## src/rtl/tristate_bus_arbiter.sv

```systemverilog
// Round-robin owner selection for a shared tristate bus. Each grant drives one SIZE-bit oe slice,
// and every change of owner (or re-grant) is separated by TURN+1 cycles with all oe low.
module tristate_bus_arbiter #(
  parameter int NREQ    = 4,
  parameter int SIZE    = 8,
  parameter int TURN    = 1,
  parameter int MAXHOLD = 16,
  parameter int IDXW    = 2
) (
  input  logic                 clk,
  input  logic                 rst,
  input  logic [NREQ-1:0]      req,
  output logic [NREQ-1:0]      gnt,
  output logic [NREQ*SIZE-1:0] oe,
  output logic [IDXW-1:0]      owner,
  output logic                 busy,
  output logic [1:0]           dbg_state
);

  // Handshake: req is a level held by a driver for as long as it wants the bus.
  // gnt rises one edge after req is sampled in IDLE and falls one edge after release.
  typedef enum logic [1:0] {
    ST_IDLE = 2'd0,
    ST_OWN  = 2'd1,
    ST_TURN = 2'd2
  } state_t;

  localparam int HW = (MAXHOLD < 2) ? 1 : $clog2(MAXHOLD);
  localparam int TW = (TURN < 2) ? 1 : $clog2(TURN);
  localparam logic [HW-1:0] HOLD_LAST = HW'((MAXHOLD == 0) ? 0 : MAXHOLD - 1);
  localparam logic [TW-1:0] TURN_LAST = TW'((TURN == 0) ? 0 : TURN - 1);
  localparam bit HOLD_EN = (MAXHOLD != 0);
  localparam bit TURN_EN = (TURN != 0);

  state_t          state, state_d;
  logic [NREQ-1:0] gnt_d;
  logic [IDXW-1:0] owner_d, rr_ptr, rr_d;
  logic [HW-1:0]   hold_cnt, hold_d;
  logic [TW-1:0]   tcnt, tcnt_d;

  logic            found;
  logic [IDXW-1:0] sel, cand;
  logic            others, release_c;

  // Rotating scan starting at rr_ptr; the first requester found wins.
  always_comb begin
    found = 1'b0;
    sel   = '0;
    cand  = '0;
    for (int i = 0; i < NREQ; i++) begin
      cand = IDXW'((int'(rr_ptr) + i) % NREQ);
      if (!found && req[cand]) begin
        found = 1'b1;
        sel   = cand;
      end
    end
  end

  // A competitor only forces release once the owner has used its full hold window.
  always_comb begin
    others    = |(req & ~gnt);
    release_c = !req[owner] || (HOLD_EN && (hold_cnt == HOLD_LAST) && others);
  end

  always_comb begin
    state_d = state;
    gnt_d   = gnt;
    owner_d = owner;
    rr_d    = rr_ptr;
    hold_d  = hold_cnt;
    tcnt_d  = tcnt;
    case (state)
      ST_IDLE: begin
        if (found) begin
          gnt_d   = NREQ'(1) << sel;
          owner_d = sel;
          rr_d    = (sel == IDXW'(NREQ - 1)) ? '0 : sel + 1'b1;
          hold_d  = '0;
          state_d = ST_OWN;
        end
      end
      ST_OWN: begin
        hold_d = (&hold_cnt) ? hold_cnt : hold_cnt + 1'b1;
        if (release_c) begin
          gnt_d = '0;
          if (TURN_EN) begin
            state_d = ST_TURN;
            tcnt_d  = '0;
          end else begin
            state_d = ST_IDLE;
          end
        end
      end
      ST_TURN: begin
        tcnt_d = tcnt + 1'b1;
        if (tcnt == TURN_LAST) state_d = ST_IDLE;
      end
      default: state_d = ST_IDLE;
    endcase
  end

  always_ff @(posedge clk) begin
    if (rst) begin
      state    <= ST_IDLE;
      gnt      <= '0;
      owner    <= '0;
      rr_ptr   <= '0;
      hold_cnt <= '0;
      tcnt     <= '0;
    end else begin
      state    <= state_d;
      gnt      <= gnt_d;
      owner    <= owner_d;
      rr_ptr   <= rr_d;
      hold_cnt <= hold_d;
      tcnt     <= tcnt_d;
    end
  end

  for (genvar g = 0; g < NREQ; g++) begin : g_oe
    assign oe[g*SIZE +: SIZE] = {SIZE{gnt[g]}};
  end

  assign busy      = |gnt;
  assign dbg_state = state;

endmodule

```

## config.mk

```make
export PLATFORM = sky130hd
export DESIGN_NAME = tristate_bus_arbiter
export DESIGN_NICKNAME = d
export VERILOG_FILES = /design/src/rtl/tristate_bus_arbiter.sv
export SDC_FILE = /design/constraint.sdc
export NUM_CORES = 1
export LEC_CHECK = 0
export ABC_AREA = 1
export CORE_MARGIN = 2
export CORE_UTILIZATION = 49
export DETAILED_ROUTE_END_ITERATION = 8
export GPL_ROUTABILITY_DRIVEN = 1
export PLACE_DENSITY = 0.92
export SKIP_LAST_GASP = 1
export SLEW_MARGIN = 30
export SYNTH_ARGS = -nofsm -noshare
export SYNTH_HDL_FRONTEND = slang
export SYNTH_SLANG_ARGS = --single-unit
```

## constraint.sdc

```tcl
create_clock -name clk -period 3.95 [get_ports clk]
set_input_delay 0.5925 -clock clk [delete_from_list [all_inputs] [get_ports clk]]
set_output_delay 0.5925 -clock clk [all_outputs]
set_load 0.01 [all_outputs]
```

# After elaboration in Yosys (flattened, before gate mapping)
# Cells that the tools add are included.
[totals]
wordCells = 79
in_bits = 6
regBits = 15
out_inout_bits = 41
[op_classes]
magnitude_cmp = 5
n_mux = 31
bitwise_logic = 2
n_eq_ne = 8
shift = 1
n_reduce_logical = 20
n_addsub = 6
[op_table]
columns = ["op", "n"]
rows = [
  ["$mux W2", 8],
  ["$mux W4", 4],
  ["$pmux W4 S2", 2],
  ["$lt A2 B3 Y1 const B", 5],
  ["$bmux W1 S2", 5],
  ["$mux W1", 10],
  ["$reduce_and A3 Y1", 3],
  ["$ne A2 B2 Y1 const B", 4],
  ["$reduce_or A4 Y1", 2],
  ["$pmux W2 S3", 1],
  ["$add A2 B1 Y2 const B", 2],
  ["$add A2 B2 Y2 const B", 2],
  ["$add A4 B1 Y4 const B", 1],
  ["$and A4 B4 Y4", 1],
  ["$eq A2 B2 Y1 const B", 2],
  ["$eq A4 B4 Y1 const B", 1],
  ["$logic_and A1 B1 Y1", 4],
  ["$logic_not A1 Y1", 4],
  ["$not A4 Y4", 1],
  ["$reduce_and A2 Y1", 2],
  ["$reduce_and A4 Y1", 1],
  ["$reduce_bool A2 Y1", 2],
  ["$shl A1 B2 Y4 const A", 1],
  ["$eq A2 B1 Y1 const B", 1],
  ["4 further kinds", 4],
]

# Longest topological paths before layout
# Gate-level depths: netlist (run 1).
[logic_depth]
ltp_word = 15
ltp_mapped = 17
depth_no_buf = 16

# Worst setup path before layout (run 1)
# No wires, ideal clock.
[synth_timing]
kind = "input-to-reg"
start = "input port req[1]"
end = "register gnt[1]"
path_buffers = 0
arrival_time_ns = 1.743
required_time_ns = 3.822
setup_ns = 0.128
path_stages = 13
path_slack_ns = 2.079
path_cell_list = "inv_1 > nand2_1 > nand3_1 > nand2_2 > nor2_8 > nand3_4 > nand3_1 > inv_1 > ha_1 > nand2_1 > nand3_1 > nand2_1 > nor2_1"
[synth_via]
elab_chain_cells = 15
word_cells_on_any_way = 35
classes_between = "eq/ne: 2; shift: 1; mux: 20; bitwise: 1; reduce/logical: 11"
[synth_lines]
columns = ["element", "line_no", "source"]
rows = [
  ["start, declared", "12", "input logic [NREQ-1:0] req,"],
  ["$bmux W1 S2", "52", "if (!found && req[cand]) begin"],
  ["$mux W1 (not written as such)", "52", ""],
  ["$mux W1", "52", ""],
  ["$logic_not A1 Y1", "52", ""],
  ["$logic_and A1 B1 Y1", "52", ""],
  ["$mux W1", "52", ""],
  ["$logic_not A1 Y1", "52", ""],
  ["$logic_and A1 B1 Y1", "52", ""],
  ["$mux W1", "52", ""],
  ["$logic_not A1 Y1", "52", ""],
  ["$logic_and A1 B1 Y1", "52", ""],
  ["$mux W2 *", "52", ""],
  ["via sel[0]", "42", "logic [IDXW-1:0] sel, cand;"],
  ["$shl A1 B2 Y4 *", "75", "gnt_d = NREQ'(1) << sel;"],
  ["$mux W4 *", "74", "if (found) begin"],
  ["$pmux W4 S2 *", "72", "case (state)"],
  ["end signal, assigned", "112", "gnt <= gnt_d;"],
  ["end, declared", "13", "output logic [NREQ-1:0] gnt,"],
]
# Mark *: on every way through the listed nets, which the timed path passes. The rest lies on a longest branch. The select of a mux whose other input is x is not followed.
# A chain may end at the register's enable or synchronous reset.

# Worst setup path after layout (run 1)
[layout_timing]
start = "input port req[1]"
end = "register gnt[3]"
# Same word-level chain as after synthesis.

==> results of run 1 <==
[per-stage QoR]
stage | std cells | total power [uW] | utilization [%] | hold slack, ns | area [sq um]
after floorplan | 217 | 930 | - | 0.462 | 1390
after global placement | 260 | 1120 | 59.8 | 0.475 | 1630
after detailed placement | 260 | 1140 | 59.8 | 0.480 | 1630
after CTS | 264 | 1230 | 60.7 | 0.495 | 1660
after global routing | 264 | 1340 | 60.7 | 0.522 | 1660
final | 264 | 1220 | 60.7 | 0.491 | 1660
[worst max-delay path, delay by kind of cell]
kind,cells,cell delay (ns)
fa+ha+maj,1,0.20
buf+inv,3,0.64
simple gates,10,0.98
[state kept, by name (all words and copies together), names as in the netlist]
signal	count
gnt	4
dbg_state	2
hold_cnt	4
owner	2
tcnt	1
rr_ptr	2
[power by group]
group / internal, uW / total, uW / switching [uW]
clock network: 39.3 / 92.0 / 52.7
logic: 394 / 869 / 476
registers: 196 / 263 / 66.7
total: 629 / 1220 / 595
[layout make-up]
type | instances | area share (%)
inverter | 26 | 6.18
tap | 31 | 2.34
clock buffer | 4 | 1.58
sequential | 15 | 18.1
multi-input combinational | 142 | 44.1
timing repair buffer | 46 | 27.7
[Yosys cell counts, drive strengths merged]
cell type,number,area (sq um)
a21oi,7,35.0
or2,2,12.5
inv,26,103
nand4,3,33.8
nand3b,1,7.51
ha,5,62.6
nand2,77,329
buf,33,251
clkbuf,1,3.75
o21ai,4,20.0
nand3,20,113
dfxtp,15,300
nor2,21,103
o211ai,1,7.51
xor2,1,8.76
[layer usage]
metal / track usage [%] / vias up / routed length (um)
met3: 2.49 / 2 / 199
met5: 0 / - / 0
met4: 3.99 / 0 / 20
met2: 30.0 / 55 / 1240
met1: 22.9 / 568 / 1280
li1: - / 674 / -
[worst max path at each step]
| stage | startpoint | to | slack [ns] | cells after the start |
|---|---|---|---|---|
| 5_1_grt | req[1] | gnt[3]$_SDFFE_PP0P_ | 1.51 | 14 |
| 2_1_floorplan | req[1] | gnt[1]$_SDFFE_PP0P_ | 2.08 | 13 |
| 6_report | req[1] | gnt[3]$_SDFFE_PP0P_ | 1.69 | 14 |
| 4_1_cts | req[1] | gnt[3]$_SDFFE_PP0P_ | 1.71 | 14 |
| 3_5_place_dp | req[1] | gnt[3]$_SDFFE_PP0P_ | 1.40 | 14 |
| 3_3_place_gp | req[1] | gnt[1]$_SDFFE_PP0P_ | 1.44 | 14 |
[kinds of logic after synthesis]
family	share of synthesized area (%)
and+or+nand+nor	43.0
buffers and inverters	25.7
DFF	21.6
AOI/OAI and AO/OA	4.50
adders and majority gates	4.50
xor gates and xnor gates	0.630
==> reports/metrics.sh, run 1 <==
PERIOD_SHARE_PCT=57.3
HOLDPATHEND='dbg_state[1]$_SDFFE_PP0P_'
REG2REG_TO='gnt[2]$_SDFFE_PP0P_'
CRIT_PATH_MAX_FANOUT=5
SYNTHESIS.AREA_PER_INSTANCE_SQ_UM=6.41
DR.FIRST_ITER.DRC_COUNT=35
PERIOD_MINUS_SLACK_NS=2.26
CTS.SINK_COUNT=15
WORST-SETUP-PATH-TYPE='input pin to flop'
SEQ_AREA_SQ_UM=300
ANTENNA_CELLS_INSERTED=0
PORTBUFFERS=46
INSERTION_DELAY_NS=0.29
TRITONCTS='yes'
YS_SEQ_ELEMENTS=15
CTS-ROOT-TO-SINK-BUFFERS=2
FMAX_GHz=0.442
FINAL_CELL_MIX='sky130_fd_sc_hd__nand2_1 (65), sky130_fd_sc_hd__clkdlybuf4s50_1 (46), sky130_fd_sc_hd__inv_1 (23), sky130_fd_sc_hd__nand3_1 (19), sky130_fd_sc_hd__nor2_1 (19)'
DIE_AREA_SQ_MM=0.00328
POST_SYNTH_NUM_CELL_TYPES=25
SYNTH_FP_NETS=228
GRT.OVERFLOW.TOTAL=0
ANTENNA_VIOLATIONS_BEFORE_REPAIR=0
GRT_MAX_DEGREE=12
SYN_TO_FINAL_GROWTH_PCT=19.4
TNS_NS=0
H_TREE_LVL_COUNT=1
DIE_HEIGHT_UM=57.3
FILLERS=256
STATUS='completed'
ROUTE.DETAILED.DRC=0
MAX_CAP_VIOL_COUNT=0
NUM-NETS-FINAL=245
MAX_SLEW.WORST_PIN.SLEW_NS=0.424
POST_ROUTE_CELLS_DRIVE_ABOVE_1_SHARE_PCT=9.87
DETAILEDPLACE.WORSTSLACK_NS=1.40
RSZ_0062_RAISED_AFTER_GLOBAL_ROUTING='no'
DRT_PASS1_ITERATIONS=4
TOTALWIRELENGTH_UM=2740
MAX_STAGE_DELAY_NS=0.45
HOLDBUFCOUNTCTS=0
MAXIMUM_IR_DROP_ON_THE_VDD_RAIL_mV=0.445
ROUTEDWLPERCELL_UM=10.4
WORST_SETUP_HOLD_PATH_CLK_SLEW_NS=0.10
FINAL_COMMON_CELL='sky130_fd_sc_hd__nand2_1'
NUMCTSBUFFERS=3
MULTIINPUTGATEAREA_SQ_UM=732
SYNTH_AREA_SQ_MM=0.00139
POWER_DENSITY_mW_PER_MM2=737
DESIGN.PORTCOUNT=47
START_KIND='input pin'
POSTCTSSETUPBUFFERS=0
CRITPATHREQUIREDTIME_NS=4.12
YS.WARNINGS.COUNT=0
CTS.REPAIR.RESIZED=0
CORE_FOOTPRINT_SQ_MM=0.00273
CRITICAL_PATH.CELL_CHAIN='clkdlybuf4s50_1 > inv_1 > nand2_1 > nand3_1 > nand2_2 > nor2_8 > nand3_4 > nand3_1 > inv_1 > ha_1 > nand2_1 > nand3_1 > nand2_1 > nor2_1'
CRIT-REG2REG-LAUNCH='rr_ptr[0]$_SDFFE_PP0P_'
SETUP_VIOL=0
SLEW_VIOLATIONS=0
FIRST_GLOBAL_VIAS=1067
HOLD_PATH_CLASS='flop to flop'
POWER_LEAKAGE_uW=0.000795
FF2FF_PATH_DEPTH=15
SEQ_AREA_FRAC_SYNTH_PCT=21.6
DP_HPWL_UM=2190
TRACK_USAGE_PCT=17.4
DETAILROUTE.VIA_COUNT=1299
RRSETUPSLACK_NS=1.88
CTS-ROOT-BUF='sky130_fd_sc_hd__clkbuf_4'
CHIPWIDTH_UM=57.3
FINAL_HOLD_VIOL_COUNT=0
SYNTH_CELLS=217
DRT-VIAS-PER-INSTANCE=4.92
WHS_PATH_DEPTH=2
INITIAL_STANDARD_CELL_UTILIZATION_OF_THE_CORE_PCT=50.8
ANT_NETS=0
GPL.FINAL_WEIGHTED_CONGESTION=0.919
FINAL_CRITICAL_PATH_SETUP_SLACK_NS=1.69
WORST_SLEW_MARGIN_RELATIVE_TO_ITS_LIMIT_PCT=71.7
WORST_HOLD_STARTPOINT='tcnt$_SDFFE_PP0P_'
PLACEMENT_ROWS=19
GRT_FIRST_PASS_WIRELENGTH_UM=4640
CLOCK-SKEW-FINAL_NS=0.00621
WORST_SETUP_PATH_END_KIND='flop'
CP.ARRIVAL_NS=2.43
CRITPATHSLOWESTCELL='sky130_fd_sc_hd__clkdlybuf4s50_1'
Note: power is estimated with default switching activity, not from simulation.
==> inputs of run 2 (changes only) <==
- CORE_UTILIZATION: 49 -> 46
- PLACE_DENSITY: 0.92 -> 0.88
- clock period: 3.95 -> 2.2 ns (I/O delays scaled with it)
==> run 2 against run 1 <==
The run now ends with DRC left; cell count rose by 2.7%; register-to-register slack got worse by 1.6 ns; count of clock-buffer cells in the layout down 1; critical path depth stayed put; utilization rose by 0.42 points; total power grew 86%; hold slack improved by 0.0050 ns; non-clock buffer count up 7; largest cell class unchanged; highest routed layer unchanged.
==> reports/metrics.sh, run 2 (same netlist as run 1, synthesis figures left out) <==
TNS_NS=0
HOLDBUFCOUNTCTS=0
INITIAL_STANDARD_CELL_UTILIZATION_OF_THE_CORE_PCT=49.6
GRT.OVERFLOW.TOTAL=0
DIE_AREA_SQ_MM=0.00348
WORST_SETUP_HOLD_PATH_CLK_SLEW_NS=0.10
ROUTEDWLPERCELL_UM=10.8
WORST_PATH_DOMINANT_CELL_FAMILY='simple AND/OR/NAND/NOR gates'
HOLD_PATH_CLASS='flop to flop'
CHIPWIDTH_UM=59.0
GRT_FIRST_PASS_WIRELENGTH_UM=4630
ANTENNA_CELLS_INSERTED=0
MAX_STAGE_DELAY_NS=0.43
PLACEMENT_ROWS=19
TRITONCTS='yes'
CRITPATHREQUIREDTIME_NS=2.38
ANTENNA_VIOLATIONS_BEFORE_REPAIR=0
CRIT_PATH_MAX_FANOUT=5
REPORT.POWER.TOTAL_uW=2270
FINAL_COMMON_CELL='sky130_fd_sc_hd__nand2_1'
POWER_LEAKAGE_uW=0.000832
DESIGN.PORTCOUNT=47
DP_HPWL_UM=2230
SETUP_VIOL=0
PORTBUFFERS=46
INSERTION_DELAY_NS=0.30
CRITICAL_PATH.CELL_CHAIN='clkdlybuf4s50_1 > inv_1 > nand2_1 > nand3_1 > nand2_2 > nor2_8 > nand3_4 > nand3_1 > inv_1 > ha_1 > nand2_1 > nand3_1 > nand2_1 > nor2_1'
DRT-VIAS-PER-INSTANCE=4.83
H_TREE_LVL_COUNT=1
CTS.SINK_COUNT=15
START_KIND='input pin'
FINAL_CELL_MIX='sky130_fd_sc_hd__nand2_1 (65), sky130_fd_sc_hd__clkdlybuf4s50_1 (46), sky130_fd_sc_hd__inv_1 (23), sky130_fd_sc_hd__nand3_1 (19), sky130_fd_sc_hd__nor2_1 (19)'
SLEW_VIOLATIONS=0
DRT_PASS1_ITERATIONS=6
RSZ_0062_RAISED_AFTER_GLOBAL_ROUTING='no'
DETAILROUTE.VIA_COUNT=1310
POWER_DENSITY_mW_PER_MM2=1330
DR.FIRST_ITER.DRC_COUNT=61
TRACK_USAGE_PCT=17.6
GPL.FINAL_WEIGHTED_CONGESTION=0.867
CRITPATHBUFINV=3
VIOLATIONS='DRC'
TOTALWIRELENGTH_UM=2940
CTS-ROOT-TO-SINK-BUFFERS=2
STATUS='complete, but fails checks'
CTS-ROOT-BUF='sky130_fd_sc_hd__clkbuf_4'
CORE_FOOTPRINT_SQ_MM=0.00281
SEQ_AREA_SQ_UM=302
ROUTE.DETAILED.DRC=10
MAXIMUM_IR_DROP_ON_THE_VDD_RAIL_mV=0.571
RRSETUPSLACK_NS=0.31
FMAX_GHz=0.513
POST_ROUTE_CELLS_DRIVE_ABOVE_1_SHARE_PCT=13.3
PERIOD_MINUS_SLACK_NS=1.95
PERIOD_SHARE_PCT=88.6
WORST_SLEW_MARGIN_RELATIVE_TO_ITS_LIMIT_PCT=69.6
SYN_TO_FINAL_GROWTH_PCT=23.4
MAX_SLEW.WORST_PIN.SLEW_NS=0.454
FIRST_GLOBAL_VIAS=1068
CLOCK-SKEW-FINAL_NS=0.00533
WORST-SETUP-PATH-TYPE='input pin to flop'
MAX_CAP_VIOL_COUNT=0
MULTIINPUTGATEAREA_SQ_UM=732
FINAL_HOLD_VIOL_COUNT=0
FILLERS=269
GRT_MAX_DEGREE=12
DIE_HEIGHT_UM=59.0
LARGESTREGISTERS='gnt x4, hold_cnt x4'
WORST_SETUP_PATH_END_KIND='flop'
CP.ARRIVAL_NS=2.13
NUMCTSBUFFERS=3
ANT_NETS=0
CRITPATHSLOWESTCELL='sky130_fd_sc_hd__clkdlybuf4s50_1'
NUM-NETS-FINAL=252
-- run 2: changes by cell type in the layout (fill, tap and decap cells not counted) --
cell                       change
sky130_fd_sc_hd__buf_4         +7
sky130_fd_sc_hd__clkbuf_1      -1
sky130_fd_sc_hd__clkinv_2      +1
sky130_fd_sc_hd__dfxtp_1       -1
sky130_fd_sc_hd__dfxtp_2       +1
-- run 2: worst reg2reg max path: stages (launching register included) --
cell                      delay, ns
sky130_fd_sc_hd__dfxtp_1       0.44
sky130_fd_sc_hd__inv_2         0.10
sky130_fd_sc_hd__nand2_1       0.08
sky130_fd_sc_hd__nand2_2       0.09
sky130_fd_sc_hd__nand2_2       0.10
sky130_fd_sc_hd__nand2_4       0.07
sky130_fd_sc_hd__nor2_8        0.13
sky130_fd_sc_hd__nand3_4       0.08
sky130_fd_sc_hd__nand3_1       0.17
sky130_fd_sc_hd__inv_1         0.09
sky130_fd_sc_hd__ha_1          0.19
sky130_fd_sc_hd__nand2_1       0.06
sky130_fd_sc_hd__nand3_1       0.07
sky130_fd_sc_hd__nand2_1       0.07
sky130_fd_sc_hd__nor2_1        0.04
-- run 2: timing repair --
action	CTS	global route
endpoints found under the setup margin	0	3
buffers inserted	0	0
resized for setup	0	1
-- run 2: report_power, final --
group,internal [uW],total [uW],switching [uW]
combinational,748,1640,889
clock,67.8,173,105
sequential,353,466,112
-- run 2: final timing paths --
path                          startpoint                         to  cells after the start
setup / recovery                  req[1]        gnt[1]$_SDFFE_PP0P_                     14
hold / removal         tcnt$_SDFFE_PP0P_  dbg_state[1]$_SDFFE_PP0P_                      2
setup reg to reg  rr_ptr[1]$_SDFFE_PP0P_        gnt[1]$_SDFFE_PP0P_                     14
hold reg to reg        tcnt$_SDFFE_PP0P_  dbg_state[1]$_SDFFE_PP0P_                      2
-- run 2: metrics by stage --
| step | cells | instance area (sq um) | utilization, % | hold slack [ns] | worst slack (ns) |
|---|---|---|---|---|---|
| after floorplan | 217 | 1390 | - | 0.462 | 0.521 |
| after global placement | 267 | 1690 | 60.1 | 0.471 | -0.0441 |
| after detailed placement | 267 | 1690 | 60.1 | 0.485 | -0.0719 |
| after CTS | 271 | 1710 | 61.1 | 0.500 | 0.165 |
| after global routing | 271 | 1720 | 61.2 | 0.516 | 0.0345 |
| final | 271 | 1720 | 61.2 | 0.496 | 0.251 |
-- run 2: final cells by class --
cell class | instances | area share [%]
tap | 31 | 2.26
clock buffer | 3 | 1.31
multi-input combinational | 142 | 42.7
inverter | 26 | 5.98
sequential | 15 | 17.6
clock inverter | 1 | 0.292
timing repair buffer | 53 | 29.9
-- run 2: layer usage --
layer / global-route usage [%] / wire, um / vias to the layer above / part of all wire, %
met5: 0 / 0 / - / 0
met4: 7.79 / 43 / 0 / 1.5
met3: 2.62 / 259 / 5 / 8.8
met2: 29.8 / 1340 / 59 / 46
met1: 22.1 / 1290 / 564 / 44
li1: - / - / 682 / -
